$ cat config.mk
export PLATFORM = sky130hd
export DESIGN_NAME = input_channel
export DESIGN_NICKNAME = d
export VERILOG_FILES = /design/src/rtl/input_channel.sv
export SDC_FILE = /design/constraint.sdc
export NUM_CORES = 1
export LEC_CHECK = 0
export BUFFER_PORTS_ARGS = -buffer_cell sky130_fd_sc_hd__buf_2
export CAP_MARGIN = 20
export CORE_UTILIZATION = 23
export CTS_CLUSTER_DIAMETER = 40
export CTS_CLUSTER_SIZE = 8
export DETAILED_ROUTE_END_ITERATION = 10
export GPL_TIMING_DRIVEN = 0
export SKIP_CTS_REPAIR_TIMING = 1
export SYNTH_ARGS = -nofsm -noshare
export SYNTH_HDL_FRONTEND = slang
export SYNTH_SLANG_ARGS = --single-unit
$ cat constraint.sdc
create_clock -name clk_i -period 2.7 [get_ports clk_i]
set_clock_uncertainty 0.15 [all_clocks]
set_input_delay 0.135 -clock clk_i [delete_from_list [all_inputs] [get_ports clk_i]]
set_output_delay 0.135 -clock clk_i [all_outputs]
set_load 0.01 [all_outputs]
$ cat src/rtl/input_channel.sv
// Generic FWFT FIFO: registered storage, head visible the cycle after the write.
// Latency 1 cycle write-to-read, no bypass; full_o deasserts the writer's ready.
module sync_fifo #(
  parameter int W       = 10,
  parameter int DEPTH_W = 2
) (
  input  logic         clk_i,
  input  logic         rst_ni,
  input  logic         push_i,
  input  logic [W-1:0] din_i,
  input  logic         pop_i,
  output logic [W-1:0] dout_o,
  output logic         vld_o,
  output logic         full_o
);
  localparam int DEPTH = 1 << DEPTH_W;

  logic [W-1:0]       mem_q [DEPTH];
  logic [W-1:0]       mem_d [DEPTH];
  logic [DEPTH_W-1:0] wr_ptr_q, wr_ptr_d;
  logic [DEPTH_W-1:0] rd_ptr_q, rd_ptr_d;
  logic [DEPTH_W:0]   count_q, count_d;
  logic               push_ok, pop_ok;

  assign full_o = (count_q == (DEPTH_W+1)'(DEPTH));
  assign vld_o  = (count_q != '0);
  assign dout_o = mem_q[rd_ptr_q];

  always_comb begin
    mem_d    = mem_q;
    wr_ptr_d = wr_ptr_q;
    rd_ptr_d = rd_ptr_q;
    push_ok  = push_i & ~full_o;
    pop_ok   = pop_i & vld_o;
    if (push_ok) begin
      mem_d[wr_ptr_q] = din_i;
      wr_ptr_d        = wr_ptr_q + 1'b1;
    end
    if (pop_ok) begin
      rd_ptr_d = rd_ptr_q + 1'b1;
    end
    count_d = count_q + {{DEPTH_W{1'b0}}, push_ok} - {{DEPTH_W{1'b0}}, pop_ok};
  end

  always_ff @(posedge clk_i or negedge rst_ni) begin
    if (!rst_ni) begin
      for (int i = 0; i < DEPTH; i++) mem_q[i] <= '0;
      wr_ptr_q <= '0;
      rd_ptr_q <= '0;
      count_q  <= '0;
    end else begin
      mem_q    <= mem_d;
      wr_ptr_q <= wr_ptr_d;
      rd_ptr_q <= rd_ptr_d;
      count_q  <= count_d;
    end
  end
endmodule

// Wormhole router input port: flit FIFO, XY route on head flits, packet-long one-hot request.
// Route latency 1 cycle after the head reaches the FIFO head; rdy_o drops when the FIFO is full.
module input_channel #(
  parameter int DATA_W      = 10,
  parameter int X_W         = 2,
  parameter int Y_W         = 2,
  parameter int ROUTER_X    = 0,
  parameter int ROUTER_Y    = 0,
  parameter int BUF_DEPTH_W = 2,
  parameter int OUT_N       = 5
) (
  input  logic              clk_i,
  input  logic              rst_ni,
  input  logic [DATA_W-1:0] data_i,
  input  logic              vld_i,
  output logic              rdy_o,
  output logic [OUT_N-1:0]  req_o,
  input  logic [OUT_N-1:0]  grant_i,
  input  logic [OUT_N-1:0]  oc_rdy_i,
  output logic [DATA_W-1:0] data_o,
  output logic              data_vld_o,
  output logic              flit_id_is_tail_o,
  output logic              err_o
);
  typedef enum logic {IDLE, BUSY} state_e;

  localparam int P_LOCAL = 0;
  localparam int P_NORTH = 1;
  localparam int P_EAST  = 2;
  localparam int P_SOUTH = 3;
  localparam int P_WEST  = 4;

  localparam logic [X_W-1:0] RX = X_W'(ROUTER_X);
  localparam logic [Y_W-1:0] RY = Y_W'(ROUTER_Y);

  state_e             state_q, state_d;
  logic [OUT_N-1:0]   route_q, route_d;
  logic [OUT_N-1:0]   route_calc;
  logic [DATA_W-1:0]  fifo_dat;
  logic               fifo_vld, fifo_full;
  logic               push, pop, xfer, err_pop;
  logic [1:0]         flit_id;
  logic [X_W-1:0]     dest_x;
  logic [Y_W-1:0]     dest_y;

  assign rdy_o = ~fifo_full;
  assign push  = vld_i & rdy_o;

  sync_fifo #(
    .W       (DATA_W),
    .DEPTH_W (BUF_DEPTH_W)
  ) u_fifo (
    .clk_i  (clk_i),
    .rst_ni (rst_ni),
    .push_i (push),
    .din_i  (data_i),
    .pop_i  (pop),
    .dout_o (fifo_dat),
    .vld_o  (fifo_vld),
    .full_o (fifo_full)
  );

  // flit_id bit 0 marks a head, bit 1 marks a tail (2'b11 is both).
  assign flit_id           = fifo_dat[DATA_W-1:DATA_W-2];
  assign dest_x            = fifo_dat[X_W+Y_W-1:Y_W];
  assign dest_y            = fifo_dat[Y_W-1:0];
  assign data_vld_o        = fifo_vld;
  assign data_o            = fifo_vld ? fifo_dat : '0;
  assign flit_id_is_tail_o = fifo_vld & flit_id[1];

  always_comb begin
    route_calc = '0;
    if (dest_x > RX)      route_calc[P_EAST]  = 1'b1;
    else if (dest_x < RX) route_calc[P_WEST]  = 1'b1;
    else if (dest_y > RY) route_calc[P_NORTH] = 1'b1;
    else if (dest_y < RY) route_calc[P_SOUTH] = 1'b1;
    else                  route_calc[P_LOCAL] = 1'b1;
  end

  assign xfer = fifo_vld & |(req_o & grant_i & oc_rdy_i);
  assign pop  = xfer | err_pop;

  always_comb begin
    state_d = state_q;
    route_d = route_q;
    req_o   = '0;
    err_o   = 1'b0;
    err_pop = 1'b0;
    case (state_q)
      IDLE: begin
        if (fifo_vld) begin
          if (flit_id[0]) begin
            route_d = route_calc;
            state_d = BUSY;
          end else begin
            // Orphan body/tail with no open packet: drop it and flag.
            err_o   = 1'b1;
            err_pop = 1'b1;
          end
        end
      end
      BUSY: begin
        req_o = route_q;
        if (xfer && flit_id[1]) begin
          route_d = '0;
          state_d = IDLE;
        end
      end
      default: state_d = IDLE;
    endcase
  end

  always_ff @(posedge clk_i or negedge rst_ni) begin
    if (!rst_ni) begin
      state_q <= IDLE;
      route_q <= '0;
    end else begin
      state_q <= state_d;
      route_q <= route_d;
    end
  end
endmodule
==> reports/qor.txt <==
Ant diodes - 0
Power share of the clock group - 16.7%
Setup CP Type - reg -> reg
List of most frequent post-synthesis cells - dfrtp_1 (51), mux2_2 (40), and2_1 (12), inv_1 (8)
TritonCTS Sinks - 51
Slowest-stage cell, CP - mux4_2
Clock Path Buffers - 2
Top cells by area, synth - dfrtp_1 (52%), mux2_2 (18%), mux4_1 (6.4%), mux4_2 (3.7%), and2_1 (3.1%)
Final Cell Area - 3092 um2
First-pass detailed-route iteration total - 4
Die height - 105.4 um
Gpl congestion - 0.6588
Complex-gate fraction of the synthesized area - 2.440%
Layout Cells excl Fill - 367
Post-synthesis mux area share - 28.37%
RSZ-0062 raised after global routing - false
Core Box Area - 10370 um2
Fin. max-slew vios - 0
Starting Density - 23.73%
Psw - 1267 uW
Sequential Area - 1277 um2
Clock-pin slew on the worst setup and hold paths - 0.10 ns
Leakage - 0.001377 uW
Largest area contributor in the netlist - dfrtp_1
Synth cell types - 31
Final Hold Vio Count - 0
Number of flops mapped to enable cells by yosys - 0
H-tree depth - 2
Cell area after placement - 2830 um2
Die width - 105.4 um
Layout cells sized above 1 - 45.45%
Dominant combinational cell family by area after synthesis - multiplexers
Fin crit period - 2.537 ns
Root Buffer - clkbuf_8
Io pins - 42
Area Overhead vs Synth - 25.62%
Worst-path cell chain - mux4_2 > nor2_1 > o21ai_2 > inv_1 > ha_1 > inv_1 > ha_1 > fa_1 > xnor2_1 > xnor2_1
Die area - 11120 um2
Fmax - 394.2 MHz
Most numerous cell in the Yosys netlist - dfrtp_1
YS warnings - 0
Synth Area in Adders - 3.864%
Routed WL per cell - 13.63 um
Seq/Total Area, Yosys - 51.86%
Net Sw Frac - 33.39%
Internal power - 2527 uW
Row cnt - 37
Detailed Route WL - 5004 um
Outcome - completed
Syn Std Cell Area - 2461 um2
CP bufs+invs - 2
Critical path peak fanout - 3
Setup violators final - 0
Combinational fraction of design power - 47.7%
Hold Crit Class - in -> async
Largest net degree at the start of global routing - 40
Sequential share of power - 35.7%
CTS Buf Count - 5
CP Capture Type - register
CP delay by family, top - adder cells
Nets - 260
Max-cap violation count - 0
Placed insts - 347
DR DRC count - 0
Number of global-route vias before repair - 1538
# fillers - 1073
Synth Area in XOR/XNOR - 1.779%
Asr flop ratio synth - 100.0%
Synth Area in Simple Gates - 8.236%
Total Routing Usage GR - 9.396%
Crit path DAT - 2.61 ns
Maximum VDD drop - 0.0005782 V
Total power - 3794 uW
Final period util - 93.95%
Ratio of total power to cell area - 1227 nW/um2
Post-synth top flop - dfrtp_1
IO Port Bufs - 35
Initial DRC Count - 31
CTS tree - done
Vias per inst - 4.166
Share of the synthesized area in the top cell type - 51.86%
Initial antenna violation count - 0
First-pass GRT wire length - 8059 um
Final global-route overflow total - 0
Flop and latch count out of synthesis - 51
Mapped Avg Cell Area - 14.14 um2
Vias - 1529
Multi-input logic area - 1111 um2
Synth Instances - 174
Clk_lat worst skew - 0.30 ns
Worst EP required - 2.78 ns
Dpl hpwl - 3569 um
Antenna-violating nets left - 0
CP Launch Type - register
Worst path max stage delay - 0.54 ns
## layout by cell type (no fill, tap or decap), types with 2 or more instances in the layout
master / n
nor3_1: 3
nand4_1: 3
conb_1: 2
xnor2_1: 5
and2_1: 12
inv_1: 8
buf_2: 36
buf_4: 5
clkbuf_1: 2
mux4_2: 4
nand2_1: 5
dfrtp_1: 50
mux4_1: 6
bufinv_16: 2
dlygate4sd3_1: 11
ha_1: 6
o22ai_1: 2
clkbuf_8: 5
mux2_2: 40
nand2_2: 4
nor2_1: 3
## final timing paths
path	start	cells past startpoint	to	slack [ns]
worst max-delay path	u_fifo.rd_ptr_q[0]	10	u_fifo.count_q[2]	0.16
worst min-delay path	rst_ni	2	u_fifo.mem_q[36]	0.1
worst max register to register	u_fifo.rd_ptr_q[0]	10	u_fifo.count_q[2]	0.16
worst min register to register	u_fifo.mem_q[1]	1	u_fifo.mem_q[1]	0.36
max in group asynchronous	rst_ni	3	u_fifo.rd_ptr_q[0]	1.77
min in group clk_i	grant_i[0]	5	u_fifo.rd_ptr_q[0]	0.25
## routing by layer
layer,wire length (um),share of wire [%],GRT usage [%],vias to the layer above
li1,-,-,-,729
met5,0,0,0,-
met4,13,0.26,1.207,0
met1,2530,51,12.73,767
met3,157,3.1,2.350,2
met2,2301,46,15.51,31
## metrics by stage
stage | hold slack (ns) | setup TNS, ns | utilization (%) | setup slack [ns]
final | 0.09722 | 0 | 29.81 | 0.1633
after global routing | 0.09883 | 0 | 29.81 | 0.001308
after CTS | -0.4325 | -0.1372 | 28.61 | -0.1372
after detailed placement | -0.09953 | -0.1089 | 27.29 | -0.1089
after global placement | 0.2587 | -0.06542 | 27.10 | -0.06542
after floorplan | -0.3106 | 0 | - | 0.1782
## kinds of logic after synthesis
| family | count (synthesis) |
|---|---|
| other | 1 |
| XOR/XNOR | 5 |
| multiplexers | 50 |
| AO/OA/AOI/OAI | 9 |
| flip-flops | 51 |
| AND/OR/NAND/NOR | 35 |
| adder cells (fa/ha/maj) | 7 |
| buffers and inverters | 16 |
## sequential cells by signal, summed over array words and instances (netlist names)
name and flops:
u_fifo.wr_ptr_q 2, state_q 1, route_q 3, u_fifo.rd_ptr_q 2, u_fifo.count_q 3, u_fifo.mem_q 40
## worst reg2reg max path: cells and delay by family (launching register included)
family | cells | cell delay (ns)
multiplexers | 1 | 0.54
flip-flops | 1 | 0.43
adder cells (fa/ha/maj) | 3 | 0.68
buffers and inverters | 2 | 0.09
AND/OR/NAND/NOR | 1 | 0.18
AO/OA/AOI/OAI | 1 | 0.09
XOR/XNOR | 2 | 0.30
## power groups by stage
stage | sequential (uW) | clock [uW] | combinational (uW)
after global routing | 1400 | 680 | 1990
final | 1350 | 633 | 1810
after global placement | 1340 | 0 | 1750
after CTS | 1350 | 643 | 1800
after floorplan | 1290 | 0 | 1330
after detailed placement | 1370 | 0 | 1800
## area by class of cell
class	count	area share [%]
flip-flops and latches	51	41.32
multi-input cells	108	35.94
repair buffers	48	10.12
well taps	136	5.504
clock buffers	5	2.226
clock inverters	3	2.185
plain buffers	8	1.740
inverters	8	0.9713
(Power assumes the default switching activity.)
